`src/rtl/rv32_mc_ctrl.sv`:
```
// Multi-cycle RV32 control FSM: fetch/decode/exec/mem/wb sequencing, imm select, retire counter.
// Optional ack-wait watchdog with sticky timeout output when RV32_MC_CTRL_TIMEOUT_EN is defined.
package rv32_pkg;
  typedef enum logic [2:0] {
    Imm_I = 3'd0,
    Imm_S = 3'd1,
    Imm_B = 3'd2,
    Imm_U = 3'd3,
    Imm_J = 3'd4
  } ImmSel_t;
endpackage

module rv32_mc_ctrl
  import rv32_pkg::*;
#(
  parameter int TIMEOUT_CYCLES = 255,
  parameter int CNT_W          = 32
) (
  input  logic             clk,
  input  logic             rst_n,
  input  logic [31:0]      inst,
  input  logic             imem_ack,
  input  logic             dmem_ack,
  input  logic             br_taken,
  output ImmSel_t          imm_sel,
  output logic             imem_req,
  output logic             ir_we,
  output logic             pc_we,
  output logic [1:0]       pc_src,
  output logic             rf_we,
  output logic [1:0]       wb_sel,
  output logic             dmem_req,
  output logic             dmem_we,
  output logic             alu_src_b,
  output logic             illegal,
  output logic [CNT_W-1:0] instret
`ifdef RV32_MC_CTRL_TIMEOUT_EN
  ,
  output logic             timeout
`endif
);

  localparam logic [6:0] OP_LOAD   = 7'b0000011;
  localparam logic [6:0] OP_IMM    = 7'b0010011;
  localparam logic [6:0] OP_AUIPC  = 7'b0010111;
  localparam logic [6:0] OP_STORE  = 7'b0100011;
  localparam logic [6:0] OP_REG    = 7'b0110011;
  localparam logic [6:0] OP_LUI    = 7'b0110111;
  localparam logic [6:0] OP_BRANCH = 7'b1100011;
  localparam logic [6:0] OP_JALR   = 7'b1100111;
  localparam logic [6:0] OP_JAL    = 7'b1101111;

  typedef enum logic [2:0] {
    S_IDLE, S_FETCH, S_DECODE, S_EXEC, S_MEM, S_WB, S_TRAP
  } state_t;

  state_t     state, state_nxt;
  logic [6:0] opc_q;
  logic [6:0] opc;
  logic       legal;
  logic       retire;
  logic       trap_set;
  logic       illegal_q;
  logic       unused_bits;

  // DECODE sees the opcode before it is latched, so select it straight from the IR.
  assign opc = (state == S_DECODE) ? inst[6:0] : opc_q;

  always_comb begin
    legal     = 1'b1;
    imm_sel   = Imm_I;
    alu_src_b = 1'b1;
    case (opc)
      OP_LOAD, OP_IMM, OP_JALR: imm_sel = Imm_I;
      OP_STORE:                 imm_sel = Imm_S;
      OP_BRANCH: begin
        imm_sel   = Imm_B;
        alu_src_b = 1'b0;
      end
      OP_LUI, OP_AUIPC:         imm_sel = Imm_U;
      OP_JAL:                   imm_sel = Imm_J;
      OP_REG:                   alu_src_b = 1'b0;
      default: begin
        legal     = 1'b0;
        alu_src_b = 1'b0;
      end
    endcase
  end

`ifdef RV32_MC_CTRL_TIMEOUT_EN
  localparam int WAIT_W = (TIMEOUT_CYCLES < 2) ? 1 : $clog2(TIMEOUT_CYCLES + 1);
  logic [WAIT_W-1:0] wait_cnt;
  logic              tmo;
  logic              tmo_set;
  logic              timeout_q;

  assign tmo = (wait_cnt == WAIT_W'(TIMEOUT_CYCLES - 1));
`endif

  always_comb begin
    state_nxt = state;
    imem_req  = 1'b0;
    ir_we     = 1'b0;
    pc_we     = 1'b0;
    pc_src    = 2'd0;
    rf_we     = 1'b0;
    wb_sel    = 2'd0;
    dmem_req  = 1'b0;
    dmem_we   = 1'b0;
    retire    = 1'b0;
    trap_set  = 1'b0;
`ifdef RV32_MC_CTRL_TIMEOUT_EN
    tmo_set   = 1'b0;
`endif
    case (state)
      S_IDLE: state_nxt = S_FETCH;
      S_FETCH: begin
        imem_req = 1'b1;
        if (imem_ack) begin
          ir_we     = 1'b1;
          state_nxt = S_DECODE;
        end
`ifdef RV32_MC_CTRL_TIMEOUT_EN
        else if (tmo) begin
          state_nxt = S_TRAP;
          trap_set  = 1'b1;
          tmo_set   = 1'b1;
        end
`endif
      end
      S_DECODE: begin
        if (legal) begin
          state_nxt = S_EXEC;
        end else begin
          state_nxt = S_TRAP;
          trap_set  = 1'b1;
        end
      end
      S_EXEC: begin
        if (opc_q == OP_LOAD || opc_q == OP_STORE) begin
          state_nxt = S_MEM;
        end else if (opc_q == OP_BRANCH) begin
          pc_we     = 1'b1;
          pc_src    = br_taken ? 2'd1 : 2'd0;
          retire    = 1'b1;
          state_nxt = S_FETCH;
        end else begin
          state_nxt = S_WB;
        end
      end
      S_MEM: begin
        dmem_req = 1'b1;
        dmem_we  = (opc_q == OP_STORE);
        if (dmem_ack) begin
          if (opc_q == OP_STORE) begin
            pc_we     = 1'b1;
            retire    = 1'b1;
            state_nxt = S_FETCH;
          end else begin
            state_nxt = S_WB;
          end
        end
`ifdef RV32_MC_CTRL_TIMEOUT_EN
        else if (tmo) begin
          state_nxt = S_TRAP;
          trap_set  = 1'b1;
          tmo_set   = 1'b1;
        end
`endif
      end
      S_WB: begin
        rf_we     = (inst[11:7] != 5'd0);
        pc_we     = 1'b1;
        wb_sel    = (opc_q == OP_LOAD) ? 2'd1 :
                    (opc_q == OP_JAL || opc_q == OP_JALR) ? 2'd2 : 2'd0;
        pc_src    = (opc_q == OP_JAL) ? 2'd1 : (opc_q == OP_JALR) ? 2'd2 : 2'd0;
        retire    = 1'b1;
        state_nxt = S_FETCH;
      end
      S_TRAP: state_nxt = S_TRAP;
      default: state_nxt = S_IDLE;
    endcase
  end

  always_ff @(posedge clk or negedge rst_n) begin
    if (!rst_n) begin
      state     <= S_IDLE;
      opc_q     <= 7'd0;
      instret   <= '0;
      illegal_q <= 1'b0;
    end else begin
      state <= state_nxt;
      if (state == S_DECODE) opc_q <= inst[6:0];
      if (retire) instret <= instret + 1'b1;
      if (trap_set) illegal_q <= 1'b1;
    end
  end

  assign illegal = illegal_q;

`ifdef RV32_MC_CTRL_TIMEOUT_EN
  // Counter restarts whenever a wait state is freshly entered.
  always_ff @(posedge clk or negedge rst_n) begin
    if (!rst_n) begin
      wait_cnt  <= '0;
      timeout_q <= 1'b0;
    end else begin
      if (state_nxt != state) wait_cnt <= '0;
      else if ((state == S_FETCH && !imem_ack) || (state == S_MEM && !dmem_ack))
        wait_cnt <= wait_cnt + 1'b1;
      if (tmo_set) timeout_q <= 1'b1;
    end
  end

  assign timeout     = timeout_q;
  assign unused_bits = ^inst[31:12];
`else
  localparam logic [31:0] TMO_L = 32'(TIMEOUT_CYCLES);
  assign unused_bits = ^{inst[31:12], TMO_L};
`endif

endmodule

```
`config.mk`:
```
export PLATFORM = sky130hd
export DESIGN_NAME = rv32_mc_ctrl
export DESIGN_NICKNAME = d
export VERILOG_FILES = /design/src/rtl/rv32_mc_ctrl.sv
export SDC_FILE = /design/constraint.sdc
export NUM_CORES = 1
export LEC_CHECK = 0
export CAP_MARGIN = 0
export CORE_MARGIN = 5
export CORE_UTILIZATION = 40
export DETAILED_ROUTE_END_ITERATION = 8
export PLACE_DENSITY_LB_ADDON = 0.12
export SYNTH_ARGS = -nofsm -noshare
export SYNTH_HDL_FRONTEND = slang
export SYNTH_SLANG_ARGS = --single-unit
```
`constraint.sdc`:
```
create_clock -name clk -period 1.67 [get_ports clk]
set_input_delay 0.2505 -clock clk [delete_from_list [all_inputs] [get_ports clk]]
set_output_delay 0.2505 -clock clk [all_outputs]
set_load 0.03 [all_outputs]
```
==> results of run 1 <==
==> registers in the layout, summed over array words and instances (netlist names) <==
signal / cells
illegal: 1
instret: 32
opc_q: 7
state: 3
==> through the flow <==
step	hold slack (ps)	utilization, %	std cells
after floorplan	-45.09	-	228
after global placement	361.0	62.38	410
after detailed placement	359.6	62.38	410
after CTS	28.01	68.66	431
after global routing	76.88	72.88	438
final	15.58	72.88	438
==> cells by family after synthesis <==
| group | Yosys count | synth area share [%] |
|---|---|---|
| and+or+nand+nor | 109 | 26.69 |
| DFF | 43 | 46.19 |
| buffers and inverters | 14 | 3.115 |
| AOI/OAI and AO/OA | 25 | 9.613 |
| xor gates and xnor gates | 31 | 11.65 |
| muxes | 5 | 2.202 |
| adders and majority gates | 1 | 0.5370 |
==> final cells by class <==
class	count	area [um^2]
Clock buffer	5	68.82
Tap cell	72	90.09
Fill cell	399	1511
Clock inverter	3	46.29
Inverter	9	38.79
Multi-Input combinational cell	171	1453
Sequential cell	43	1095
Timing Repair Buffer	135	1271
==> cells in the mapped netlist, drive strengths merged <==
master   number
o2111a        1
clkbuf        1
o211ai        2
nor3b         4
and3          9
a221oi        1
and4          1
nor2b         4
dfrtp        43
a211oi        2
nor3          6
and2          5
inv           9
or3b          1
nand2        33
mux2i         4
nand4        14
a21o          1
xor2          8
o2bb2ai       1
and4b         3
o211a         1
o221ai        1
nor4          1
nor2          9
o21ai         5
and3b         2
xnor2        23
a32o          2
ha            1
o2111ai       1
a211o         1
a31oi         2
and4bb        1
mux2          1
nand3b        2
nand3        14
a21oi         4
buf           4
==> worst reg2reg max path, stage by stage, from the launching register on <==
cell,delay (ps)
dfrtp_1,430
buf_4,150
buf_6,120
and4bb_2,350
o211ai_4,150
buf_6,150
a211o_4,360
nor3_2,140
xor2_1,150
==> where the power goes <==
group	switching (W)	total, W	internal [W]
Sequential	0.000221	0.00147	0.00125
Clock	0.000394	0.000844	0.000451
Combinational	0.00129	0.00255	0.00126
==> cells in the final DEF, fill, tap and decap left out, drive strengths merged, types with 5 or more instances in the layout <==
master,count
nand3,14
and3,9
dfrtp,43
nor2,9
dlygate4sd2,16
nor3,6
nand2,33
and2,5
nand4,14
inv,10
xnor2,23
clkdlybuf4s50,20
xor2,8
clkbuf,5
o21ai,5
dlymetal6s2s,12
buf,87
==> how the worst max path moves through the flow <==
stage,end,slack [ps],startpoint
finish,alu_src_b,-590,state[2]
global route,alu_src_b,-660,state[2]
CTS,alu_src_b,-580,state[2]
detailed placement,instret[7],-320,dmem_ack
global placement,instret[7],-330,dmem_ack
floorplan,alu_src_b,-390,state[2]
==> metal layers <==
layer	GRT usage, %	up-vias	wire (um)
met5	0	-	0
met2	30.55	54	3417
met4	4.674	0	164
met3	4.563	14	336
li1	-	1091	-
met1	22.77	1079	2881
==> timing repair <==
action,4_1_cts,5_1_grt
gates cloned,0,0
setup endpoints to repair,60,60
buffers inserted,13,7
pin swaps,17,29
gates resized for setup,56,45
==> flow_summary.json, run 1 <==
{
  "fin_crit_ps": 2264,
  "drc": 0,
  "setup_slack_ps": -593.6,
  "die_w_um": 86.32,
  "finClkSkew_ps": 5.991,
  "hold_viol_final": 0,
  "grt_max_degree": 44,
  "p_leak_nw": 2.032,
  "ir_drop_mv": 0.6556,
  "dpl-instance-area_mm2": 0.003477,
  "grt_pass1_vias": 2220,
  "holdBufCountCts": 0,
  "powerDensity_mw_per_mm2": 1197,
  "holdCritPathClass": "in -> async",
  "syn-cell-area_mm2": 0.002330,
  "dp_slack_ps": -322.8,
  "worst_ep_arrival_time_ps": 2010,
  "endpoint_kind": "output pin",
  "critPathTopFamily": "simple AND/OR/NAND/NOR gates",
  "relSlewSlack_pct": 62.78,
  "worstMarginPinSlew_ps": 558.2,
  "crit_top_cell": "nand3b_1",
  "clock_path_buffers": 2,
  "hpwl_um": 4582,
  "synth_top_area_share_pct": 46.19,
  "rsz0062_at_grt": "true",
  "cts_tree": "yes",
  "globalRouteOverflowTotal": 0,
  "grt_pass1_wl_um": 10700,
  "nNetsFinal": 403,
  "path_buf_inv": 1,
  "outcome": "finished with violations",
  "numCtsBuffers": 5,
  "netlist_instances": 228,
  "routed_wl_um": 6800,
  "worstReg2RegStart": "state[1]",
  "synth.avg_cell_area_um2": 10.22,
  "total_power_w": 0.004863,
  "setup_tns_ps": -14090,
  "cp_slowest_cell": "dfrtp_1",
  "synth_nets": 266,
  "fin_crit_sh_pct": 135.5,
  "ant_nets": 0,
  "worstPathRequired_ps": 1420,
  "design_area_mm2": 0.004063,
  "worst-setup-path-type": "reg -> out",
  "gp_congestion": 0.8753,
  "r2r-end": "instret[23]",
  "port_buffers": 63,
  "dieArea_mm2": 0.007450,
  "synthTopCellsByArea": "dfrtp_1 (46%), xnor2_1 (8.6%), nand2_1 (5.3%)",
  "slowest_delay_ps": 430,
  "ff2ff_path_depth": 8,
  "clk_latency_ps": 310,
  "drive_gt1_share_pct": 45.36,
  "cts_root_buf": "clkbuf_8",
  "setup_viol": 49,
  "path_depth": 6,
  "dr.pass1.iters": 4,
  "crit_path_start_kind": "register",
  "yosysWarningCount": 0,
  "vias_per_cell": 5.110,
  "clk_pin_slew_ps": 80,
  "num_rows": 27,
  "ys_seq_elements": 43,
  "grt.total_usage_pct": 17.96,
  "drt-initial-drc-count": 98,
  "n_antenna_cell": 0,
  "yosysSeqAreaShare_pct": 46.19,
  "yosys.area.top_type": "dfrtp_1",
  "core_area_mm2": 0.005574,
  "violations": "negative setup slack",
  "fp.dieH_um": 86.32,
  "routedWlPerCell_um": 15.53,
  "initial_utilization_pct": 41.80,
  "synthToLayoutAreaGrowth_pct": 74.38,
  "cts_sinks": 43,
  "crit_path_cell_trace": "or3b_4 -> mux2i_1 -> nand3b_1 -> a32o_1 -> nand3b_1 -> buf_6",
  "vias": 2238,
  "ys_types": 47,
  "reg2reg_slack_ps": -400,
  "pin_count": 84,
  "antenna_found_initial": 0,
  "htree_num_levels": 2,
  "cap_violations": 0,
  "cp_max_fo": 3,
  "fmaxAchievable_mhz": 441.8,
  "finalMaxSlewViolations": 0
}
(Power assumes the default switching activity.)
==> inputs of run 2 (changes only) <==
--- a/config.mk
+++ b/config.mk
@@ -9,6 +9,7 @@
 export CORE_MARGIN = 5
 export CORE_UTILIZATION = 40
 export DETAILED_ROUTE_END_ITERATION = 8
+export GPL_ROUTABILITY_DRIVEN = 0
 export PLACE_DENSITY_LB_ADDON = 0.12
 export SYNTH_ARGS = -nofsm -noshare
 export SYNTH_HDL_FRONTEND = slang
==> results of run 2 <==
Same layout as run 1: the final DEF is identical, and so are final timing and power.
